===== src/rtl/if_stage.sv =====
// Instruction fetch stage: single outstanding fetch, output register plus one-entry skid.
// Redirects kill the in-flight fetch. The current state is exported on dbg_state.
module if_stage #(
  parameter logic [63:0] RESET_PC = 64'h0000_0000_8000_0000
) (
  input  logic        clk,
  input  logic        rst,
  output logic        inst_req,
  output logic [63:0] inst_addr,
  input  logic        inst_gnt,
  input  logic        inst_rvalid,
  input  logic [31:0] inst_rdata,
  input  logic        id_ready,
  input  logic        redirect,
  input  logic [63:0] redirect_pc,
  output logic        if_valid,
  output logic [31:0] if_inst,
  output logic [63:0] if_pc,
  output logic [1:0]  dbg_state
);

  typedef enum logic [1:0] {
    S_REQ  = 2'd0,
    S_WAIT = 2'd1,
    S_HOLD = 2'd2,
    S_KILL = 2'd3
  } state_e;

  state_e      state_q, state_d;
  logic [63:0] pc_q, pc_d;
  logic        if_valid_q, if_valid_d;
  logic [31:0] if_inst_q, if_inst_d;
  logic [63:0] if_pc_q, if_pc_d;
  logic        skid_valid_q, skid_valid_d;
  logic [31:0] skid_inst_q, skid_inst_d;
  logic [63:0] skid_pc_q, skid_pc_d;

  // Handshakes: a request transfers on a cycle with inst_req && inst_gnt; exactly one
  // inst_rvalid answers each transfer; decode takes if_inst on a cycle with if_valid && id_ready.
  assign inst_req  = (state_q == S_REQ) && !rst;
  assign inst_addr = pc_q;
  assign if_valid  = if_valid_q;
  assign if_inst   = if_inst_q;
  assign if_pc     = if_pc_q;
  assign dbg_state = state_q;

  always_comb begin
    state_d      = state_q;
    pc_d         = pc_q;
    if_valid_d   = if_valid_q;
    if_inst_d    = if_inst_q;
    if_pc_d      = if_pc_q;
    skid_valid_d = skid_valid_q;
    skid_inst_d  = skid_inst_q;
    skid_pc_d    = skid_pc_q;

    if (if_valid_q && id_ready) if_valid_d = 1'b0;

    if (redirect) begin
      // Target is word aligned; anything buffered belongs to the wrong path.
      pc_d         = redirect_pc & ~64'h3;
      if_valid_d   = 1'b0;
      skid_valid_d = 1'b0;
      unique case (state_q)
        S_REQ:   state_d = inst_gnt ? S_KILL : S_REQ;
        S_WAIT:  state_d = inst_rvalid ? S_REQ : S_KILL;
        S_HOLD:  state_d = S_REQ;
        S_KILL:  state_d = inst_rvalid ? S_REQ : S_KILL;
        default: state_d = S_REQ;
      endcase
    end else begin
      unique case (state_q)
        S_REQ: begin
          if (inst_gnt) state_d = S_WAIT;
        end
        S_WAIT: begin
          if (inst_rvalid) begin
            pc_d = pc_q + 64'd4;
            if (!if_valid_q || id_ready) begin
              if_valid_d = 1'b1;
              if_inst_d  = inst_rdata;
              if_pc_d    = pc_q;
              state_d    = S_REQ;
            end else begin
              skid_valid_d = 1'b1;
              skid_inst_d  = inst_rdata;
              skid_pc_d    = pc_q;
              state_d      = S_HOLD;
            end
          end
        end
        S_HOLD: begin
          if (id_ready) begin
            if_valid_d   = 1'b1;
            if_inst_d    = skid_inst_q;
            if_pc_d      = skid_pc_q;
            skid_valid_d = 1'b0;
            state_d      = S_REQ;
          end
        end
        S_KILL: begin
          if (inst_rvalid) state_d = S_REQ;
        end
        default: state_d = S_REQ;
      endcase
    end
  end

  always_ff @(posedge clk) begin
    if (rst) begin
      state_q      <= S_REQ;
      pc_q         <= RESET_PC;
      if_valid_q   <= 1'b0;
      if_inst_q    <= '0;
      if_pc_q      <= '0;
      skid_valid_q <= 1'b0;
      skid_inst_q  <= '0;
      skid_pc_q    <= '0;
    end else begin
      state_q      <= state_d;
      pc_q         <= pc_d;
      if_valid_q   <= if_valid_d;
      if_inst_q    <= if_inst_d;
      if_pc_q      <= if_pc_d;
      skid_valid_q <= skid_valid_d;
      skid_inst_q  <= skid_inst_d;
      skid_pc_q    <= skid_pc_d;
    end
  end

endmodule


===== config.mk =====
export PLATFORM = sky130hd
export DESIGN_NAME = if_stage
export DESIGN_NICKNAME = d
export VERILOG_FILES = /design/src/rtl/if_stage.sv
export SDC_FILE = /design/constraint.sdc
export NUM_CORES = 1
export LEC_CHECK = 0
export BUFFER_PORTS_ARGS = -buffer_cell sky130_fd_sc_hd__buf_2
export CAP_MARGIN = 20
export CORE_MARGIN = 2
export CORE_UTILIZATION = 49
export CTS_BUF_LIST = sky130_fd_sc_hd__clkbuf_16
export DETAILED_ROUTE_END_ITERATION = 8
export PLACE_DENSITY = 0.77
export RECOVER_POWER = 100
export SYNTH_ARGS = -nofsm -noshare
export SYNTH_HDL_FRONTEND = slang
export SYNTH_SLANG_ARGS = --single-unit

===== constraint.sdc =====
create_clock -name clk -period 2.14 [get_ports clk]
set_input_delay 0.535 -clock clk [delete_from_list [all_inputs] [get_ports clk]]
set_output_delay 0.535 -clock clk [all_outputs]
set_load 0.05 [all_outputs]

# Yosys cells after proc, flatten, opt, wreduce, memory -nomap -nowiden
# Cells that the tools add are included.
# totals
mem_count,0
latchBits,0
ram_bits,0
register_bits,259
rom_bits,0
out_inout_bits,164
inputBits,102
# classes
bitwise_logic,2
reduce_logical,16
order_cmp,0
n_eq_ne,10
n_shift,0
div_mod_pow,0
n_addsub,1
n_mul,0
muxes,26
# ops
op,count
$mux W64,6
$pmux W64 S2,1
$mux W32,3
$add A64 B3 Y64 const B,1
$pmux W32 S2,1
$mux W2,8
$ne A3 B3 Y1 const B,4
$pmux W2 S4,1
$reduce_and A4 Y1,2
$ne A2 B2 Y1 const B,3
$pmux W2 S3,1
$reduce_bool A2 Y1,3
$reduce_and A5 Y1,1
$eq A2 B2 Y1 const B,2
$mux W1,4
$reduce_and A2 Y1,2
$reduce_or A2 Y1,2
$eq A2 B1 Y1 const B,1
$logic_and A1 B1 Y1,2
$logic_not A1 Y1,2
$logic_not A2 Y1,1
$not A1 Y1,2
$pmux W1 S2,1
$logic_or A1 B1 Y1,1

# Logic depth before layout (Yosys ltp)
# Gate-level depths: netlist of run 1.
# depth
ltp_word,6
ltp_mapped,10
depth_no_buf,8

# Worst setup path after synthesis of run 1
# No wires, ideal clock.
# synth_timing
kind,reg2reg
from,register state_q[1] (netlist: dbg_state[1])
to,register if_pc_q[58] (netlist: if_pc[58])
path_slack_ns,-0.450
t_arrival_ns,2.505
stages_incl_launch_ff,11
setup_ns,0.086
path_cell_list,dfxtp_1 > inv_1 > ha_1 > buf_4 > a21oi_1 > o2111a_1 > clkbuf_1 > clkbuf_1 > clkbuf_1 > nor2_1 > a211oi_1
# synth_between
elab_chain_len,3
word_cells_on_any_way,8
classes_between,eq/ne: 5; mux: 1; reduce/logical: 2
# synth_rtl
element,line,text
start: declaration,29,"state_e state_q, state_d;"
start signal: assignment,120,state_q <= state_d;
$eq A2 B1 Y1 or $eq A2 B2 Y1 (tied branches),72,unique case (state_q)
$ne A2 B2 Y1 (no source line) or $reduce_bool A2 Y1 (tied branches),--,
$reduce_and A5 Y1 (no source line),--,
end signal: assignment,124,if_pc_q <= if_pc_d;
end: declaration,33,"logic [63:0] if_pc_q, if_pc_d;"
# Parallel ways exist; a longest one is shown, timed or not.
# A chain may end at the register's enable or synchronous reset.

# Worst setup path after layout of run 1
# layout_timing
from,register state_q[1] (netlist: dbg_state[1])
to,register pc_q[61] (netlist: inst_addr[61])
# layout_between
elab_chain_len,3
# layout_rtl
element,line,text
$eq A2 B1 Y1,72,
$reduce_bool A2 Y1 (no source line),--,
$reduce_and A2 Y1 (no source line),--,
end signal: assignment,121,pc_q <= pc_d;
end: declaration,30,"logic [63:0] pc_q, pc_d;"
# Every way passes these cells.

==> results of run 1 <==
-- kinds of logic after synthesis --
family,after synthesis,synth area share
simple gates,536,0.212
compound gates,264,0.149
flops,253,0.449
buf+inv,125,0.0491
mux,101,0.0897
xor+xnor,56,0.0435
fa+ha+maj,6,0.00666
other cells,1,0.000333
-- repair_timing --
item,in CTS,in global routing
setup endpoints to repair,10,30
pin swaps,2,12
resized for setup,8,14
buffers inserted,1,5
-- area by class of cell --
class	instances	share of cell area
Antenna cell	4	0.000703
Clock buffer	30	0.0527
Clock inverter	21	0.00782
Inverter	12	0.00334
Multi-Input combinational cell	967	0.408
Sequential cell	253	0.360
Tap cell	285	0.0250
Timing Repair Buffer	339	0.143
-- tightest hold or removal path: stages --
cell and delay (ns):
buf_2 0.07, a21oi_1 0.05, nor2_1 0.07
-- worst max path at each step --
stage | startpoint | endpoint | slack (ns) | depth (start not counted)
2_1_floorplan | dbg_state[1] | inst_addr[46] | 0.004 | 7
3_3_place_gp | inst_rvalid | inst_addr[57] | -0.09 | 7
3_5_place_dp | inst_rvalid | inst_addr[61] | -0.16 | 8
4_1_cts | inst_addr[13] | inst_addr[43] | -0.02 | 6
5_1_grt | dbg_state[1] | inst_addr[61] | -0.08 | 10
6_report | dbg_state[1] | inst_addr[61] | 0.04 | 10
-- sequential cells by signal, indices dropped and copies added (netlist names) --
signal       count
dbg_state        2
if_inst         32
if_pc           62
if_valid         1
inst_addr       62
skid_inst_q     32
skid_pc_q       62
-- power by group --
part	total (W)	switching, W	internal, W	leakage (nW)
combinational	0.00266	0.00190	0.000760	2.99
clock	0.00449	0.00196	0.00253	0.437
sequential	0.00522	0.000204	0.00501	2.08
total	0.0124	0.00406	0.00830	5.51
-- cells in the final DEF, fill, tap and decap left out, drive strengths merged, types with 27 or more instances in the layout --
cell type  instances
a211oi           120
nand4             32
buf              337
dfxtp            253
nand2            243
xnor2             47
nor2             164
a21oi            117
mux2i            101
nor3              27
clkbuf            32
-- stage by stage --
step / area, um2 / hold slack [ns] / total power (W) / setup WS [ns] / std cells
3_3_place_gp: 13200 / 0.441 / 0.00791 / -0.0921 / 1850
2_1_floorplan: 11400 / 0.436 / 0.00723 / 0.00403 / 1345
4_1_cts: 14100 / 0.211 / 0.0124 / -0.0249 / 1902
3_5_place_dp: 13200 / 0.446 / 0.00795 / -0.163 / 1850
6_report: 14200 / 0.226 / 0.0124 / 0.0391 / 1911
5_1_grt: 14200 / 0.232 / 0.0128 / -0.0849 / 1911
-- layer usage --
metal | up-vias | routed length (um)
met4 | 6 | 1030
li1 | 5201 | -
met5 | - | 41
met2 | 365 | 15000
met1 | 4906 | 13800
met3 | 80 | 2340
==> metrics.yaml, run 1 <==
logic_synthesis:
  ys_warn_count: 0
  synth_common_cells: "253 x dfxtp_1, 243 x nand2_1, 164 x nor2_1"
  synthCells: 1342
  yosys_register_bits: 253
  synthMostInstantiatedCell: "dfxtp_1"
  syn-mean-instance-area_um2: 8.40
  yosys_most_used_dff: "dfxtp_1"
  synth-seq-area-share: 0.449
  ys_types: 52
  synth.area.top_cells: "dfxtp_1 45%, mux2i_1 9.0%, nand2_1 8.1%"
  synth_area_um2: 11300
  synth-edff-count: 0
  async_reset_ff_frac: 0
  post-synth-top-area-cell: "dfxtp_1"
  synth_top_area_frac: 0.449
finish:
  multiInputGateArea_um2: 5810
  seqCellArea_um2: 5120
  utilization: 0.629
  nets: 1709
  nFillCells: 1902
  drive_gt1_frac: 0.284
  area_growth_pct: 26.3
sta:
  fin_tns_setup_ns: 0
  rsz0062_at_grt: "true"
  worst_slew_pin_slew_ns: 0.813
  post-route-min-period_ns: 2.10
  report.final.hold_viol_count: 0
  setup_viol: 0
  slew_headroom: 0.458
  slew_violations: 0
  clock.fmax_ghz: 0.476
  period_share: 0.982
  finalClockSkew_ns: 0.0103
worst_setup_path:
  cp_cell_sequence: "inv_4, ha_4, nand2_1, nor3_2, buf_4, nand4_1, buf_4, nor3_2, xnor2_1, a211oi_1"
  critPathTopFamily: "simple AND/OR/NAND/NOR gates"
  worst_path_largest_cell_delay_ns: 0.35
  r2r-end: "inst_addr[61]"
  r2r_cells: 10
  reg2reg_slack_ns: 0.04
  cp.arrival_ns: 2.55
  r2r_start: "dbg_state[1]"
  cp-end-kind: "flip-flop"
  crit_buf_inv: 3
  worstSetupPathType: "flip-flop to flip-flop"
  startpoint_type: "flip-flop"
  crit_slowest_cell: "dfxtp_4"
  required_ns: 2.59
  cp_max_fo: 8
min_path:
  holdPathStages: 3
  worstHoldEndpoint: "inst_addr[10]"
  min_path_type: "primary input to flip-flop"
  worstHoldStart: "redirect_pc[10]"
clocking:
  cts_buffers: 28
  cts_tree: "built"
  cts.sinks: 253
  cts_root_buf: "clkbuf_16"
  hold_buffers: 0
  cts_buffer_depth: 3
  htreeDepth: 1
  path_clk_slew_ns: 0.06
  clk_latency_ns: 0.54
placement:
  io_buffers: 259
  gp_congestion: 0.889
  dpl.hpwl_um: 21900
grt:
  grt_pass1_vias: 9605
  antenna_found_initial: 7
  met3_usage: 0.0553
  grt_pass1_wl_um: 50200
  grt_max_degree: 171
  grt_use_total: 0.253
  top_usage_layer: "met2"
  met1_usage: 0.335
  gr-total-overflow: 0
  grtUsageMet2: 0.406
pwr:
  p_leak_nw: 5.51
  p_per_area_nw_per_um2: 868
  ir_drop_v: 0.000753
die:
  top_level_ports: 266
  start_util: 0.498
  die_x_um: 156
  dieArea_um2: 24200
  core_area_um2: 22600
  die_h_um: 156
  num_rows: 55
detailed_routing:
  wl_um: 32200
  wl_per_cell_um: 16.9
  dr.pass1.iters: 5
  routed_via_density: 5.52
  drc_errors: 0
  postRouteAntennaNets: 0
  drt_iter0_markers: 850
  vias: 10600
job:
  cap_violations: 0
run_status:
  status: "complete, no violations"
(Power assumes the default switching activity.)
==> run 2, diff against run 1 <==
--- a/config.mk
+++ b/config.mk
@@ -8,10 +8,10 @@
 export BUFFER_PORTS_ARGS = -buffer_cell sky130_fd_sc_hd__buf_2
 export CAP_MARGIN = 20
 export CORE_MARGIN = 2
-export CORE_UTILIZATION = 49
-export CTS_BUF_LIST = sky130_fd_sc_hd__clkbuf_16
+export CORE_UTILIZATION = 50
+export CTS_BUF_LIST = sky130_fd_sc_hd__clkbuf_4
 export DETAILED_ROUTE_END_ITERATION = 8
-export PLACE_DENSITY = 0.77
+export PLACE_DENSITY = 0.78
 export RECOVER_POWER = 100
 export SYNTH_ARGS = -nofsm -noshare
 export SYNTH_HDL_FRONTEND = slang
==> run 2 against run 1 <==
Against the previous run: final cell count increased by 3.7%; hold slack got worse by 0.12 ns; combinational power barely moved; largest cell class unchanged; routed wire length increased by 2.2%; final area rose by 0.44%; first-iteration DRC count increased by 14%; highest routed layer unchanged; die area shrank 1.9%; critical endpoint is now inst_req; global-route usage grew 1.7 points; setup slack lost 0.016 ns; power decreased by 2.0%.
==> metrics.yaml, run 2 (synthesis results as in run 1) <==
grt:
  grt_pass1_wl_um: 52400  # +4.3%
  grt_max_degree: 161  # -5.8%
  grt_pass1_vias: 10400  # +8.4%
  antenna_found_initial: 8  # +1
  grt_use_total: 0.270  # +0.0169
  gr-total-overflow: 0  # unchanged
worst_setup_path:
  worstSetupPathType: "flip-flop to output pin"
  required_ns: 1.60  # -0.99 ns
  cp.arrival_ns: 1.58  # -0.97 ns
  r2r_start: "inst_addr[6]"
  startpoint_type: "flip-flop"
  cp-end-kind: "output pin"
  startpoint: "dbg_state[1]"
  cp_max_fo: 2  # -6
sta:
  post-route-min-period_ns: 2.12  # +0.0156 ns
  clock.fmax_ghz: 0.472  # -0.74%
  finalClockSkew_ns: 0.0431  # +0.0329 ns
  period_share: 0.989  # +0.00730
  setup_viol: 0  # unchanged
  worst_slew_pin_slew_ns: 0.811  # -0.00173 ns
  rsz0062_at_grt: "true"
  slew_violations: 0  # unchanged
  slew_headroom: 0.459  # +0.00115
  report.final.hold_viol_count: 0  # unchanged
die:
  dieArea_um2: 23800  # -1.9%
  die_h_um: 154  # -0.98%
  core_area_um2: 22000  # -3.0%
  die_x_um: 154  # -0.98%
  start_util: 0.513  # +0.0155
  num_rows: 54  # -1.8%
  top_level_ports: 266  # unchanged
detailed_routing:
  drt_iter0_markers: 973  # +14%
  dr.pass1.iters: 7  # +2
  postRouteAntennaNets: 0  # unchanged
  vias: 10900  # +3.5%
  wl_um: 32900  # +2.2%
  routed_via_density: 5.51  # -0.19%
  wl_per_cell_um: 16.6  # -1.5%
  drc_errors: 0  # unchanged
pwr:
  power_frac_comb: 0.222  # +0.007
  internal_power_w: 0.00803  # -3.3%
  sw_frac_of_total: 0.337  # +0.00878
  p_per_area_nw_per_um2: 847  # -2.4%
  seq_power_share: 0.431  # +0.009
  p_leak_nw: 5.61  # +1.9%
  netSwitchingPower_w: 0.00409  # +0.61%
  ir_drop_v: 0.000516  # -31%
  pwr-share-clk: 0.347  # -0.016
finish:
  nFillCells: 1877  # -1.3%
  stdcell_area_um2: 14300  # +0.44%
  drive_gt1_frac: 0.311  # +0.0267
  utilization: 0.652  # +0.0224
  final_common_cell: "buf_2"
  area_growth_pct: 26.9
  nets: 1756  # +2.8%
  final_cell_mix: "257 x buf_2, 243 x nand2_1, 213 x dfxtp_1"
  layout.cells.non_filler: 1982  # +3.7%
placement:
  io_buffers: 259  # unchanged
  dpl.hpwl_um: 22300  # +1.7%
  placed_area_um2: 13300  # +0.33%
  placed_cells: 1850  # unchanged
  gp_congestion: 0.918  # +3.3%
clocking:
  cts_root_buf: "clkbuf_4"
  cts_buffers: 68  # +140%
  cts.sinks: 253  # unchanged
  htreeDepth: 3  # +2
  cts_tree: "built"
  clk_latency_ns: 0.68  # +0.14 ns
  cts_buffer_depth: 3  # unchanged
  path_clk_slew_ns: 0.06  # about the same
  hold_buffers: 0  # unchanged
min_path:
  worstHoldStart: "redirect_pc[20]"
  min_path_type: "primary input to flip-flop"
job:
  cap_violations: 0  # unchanged
run_status:
  status: "complete, no violations"
[run 2: cell count changes in the layout (fill, tap and decap cells not counted), sizes merged, moves of 2 or more]
cell / delta
diode: +3
buf: +8
clkinv: +5
bufinv: +2
clkbuf: +61
clkinvlp: -2
[run 2: worst paths after layout]
| kind | to | slack, ns | depth (start not counted) |
|---|---|---|---|
| max reg2reg | inst_addr[57] | 0.05 | 6 |
| min reg2reg | skid_pc_q[63] | 0.45 | 2 |
| min | inst_addr[20] | 0.10 | 3 |
| max | inst_req | 0.02 | 6 |
[run 2: power by group through the flow]
stage / registers [W] / clock network [W] / logic (W)
final: 0.00522 / 0.00421 / 0.00269
after CTS: 0.00521 / 0.00431 / 0.00267
after global placement: 0.00530 / 0 / 0.00263
after detailed placement: 0.00531 / 0 / 0.00266
after floorplan: 0.00631 / 0 / 0.000921
after global routing: 0.00525 / 0.00455 / 0.00286
[run 2: cell type report]
cell class	instances	area [um2]	area share
diodes	7	17.5	0.00122
clock buffers	92	691	0.0483
clock inverters	25	149	0.0104
inverters	12	50.0	0.00350
multi-input cells	967	5820	0.407
flip-flops and latches	253	5130	0.358
well taps	280	350	0.0245
repair buffers	346	2110	0.147
[run 2: per-stage QoR]
| step | hold slack [ns] | power [W] | setup WS, ns | setup TNS (ns) |
|---|---|---|---|---|
| 6_report | 0.104 | 0.0121 | 0.0235 | 0 |
| 5_1_grt | 0.0852 | 0.0127 | -0.0632 | -0.195 |
| 4_1_cts | 0.0515 | 0.0122 | -0.0571 | -0.0704 |
| 3_5_place_dp | 0.446 | 0.00798 | -0.155 | -0.719 |
| 3_3_place_gp | 0.441 | 0.00793 | -0.118 | -0.340 |
| 2_1_floorplan | 0.436 | 0.00723 | 0.00403 | 0 |
[run 2: what timing repair did]
item | 4_1_cts | 5_1_grt
pin swaps | 2 | 7
resized for setup | 8 | 21
endpoints found under the setup margin | 6 | 44
buffers inserted | 0 | 8
hold endpoints to repair | 0 | 0
[run 2: worst max-delay path, stage by stage, from the launching register on]
cell and delay [ns]:
dfxtp_4 0.35, inv_4 0.05, buf_6 0.09, ha_4 0.12
inv_2 0.04, nor2_2 0.10, buf_6 0.17
[run 2: routing by layer]
metal	vias to the layer above	GRT usage	part of all wire
met3	89	0.0716	0.085
met5	-	0	0.00030
met1	5059	0.347	0.42
li1	5322	-	-
met4	2	0.138	0.034
met2	458	0.418	0.46
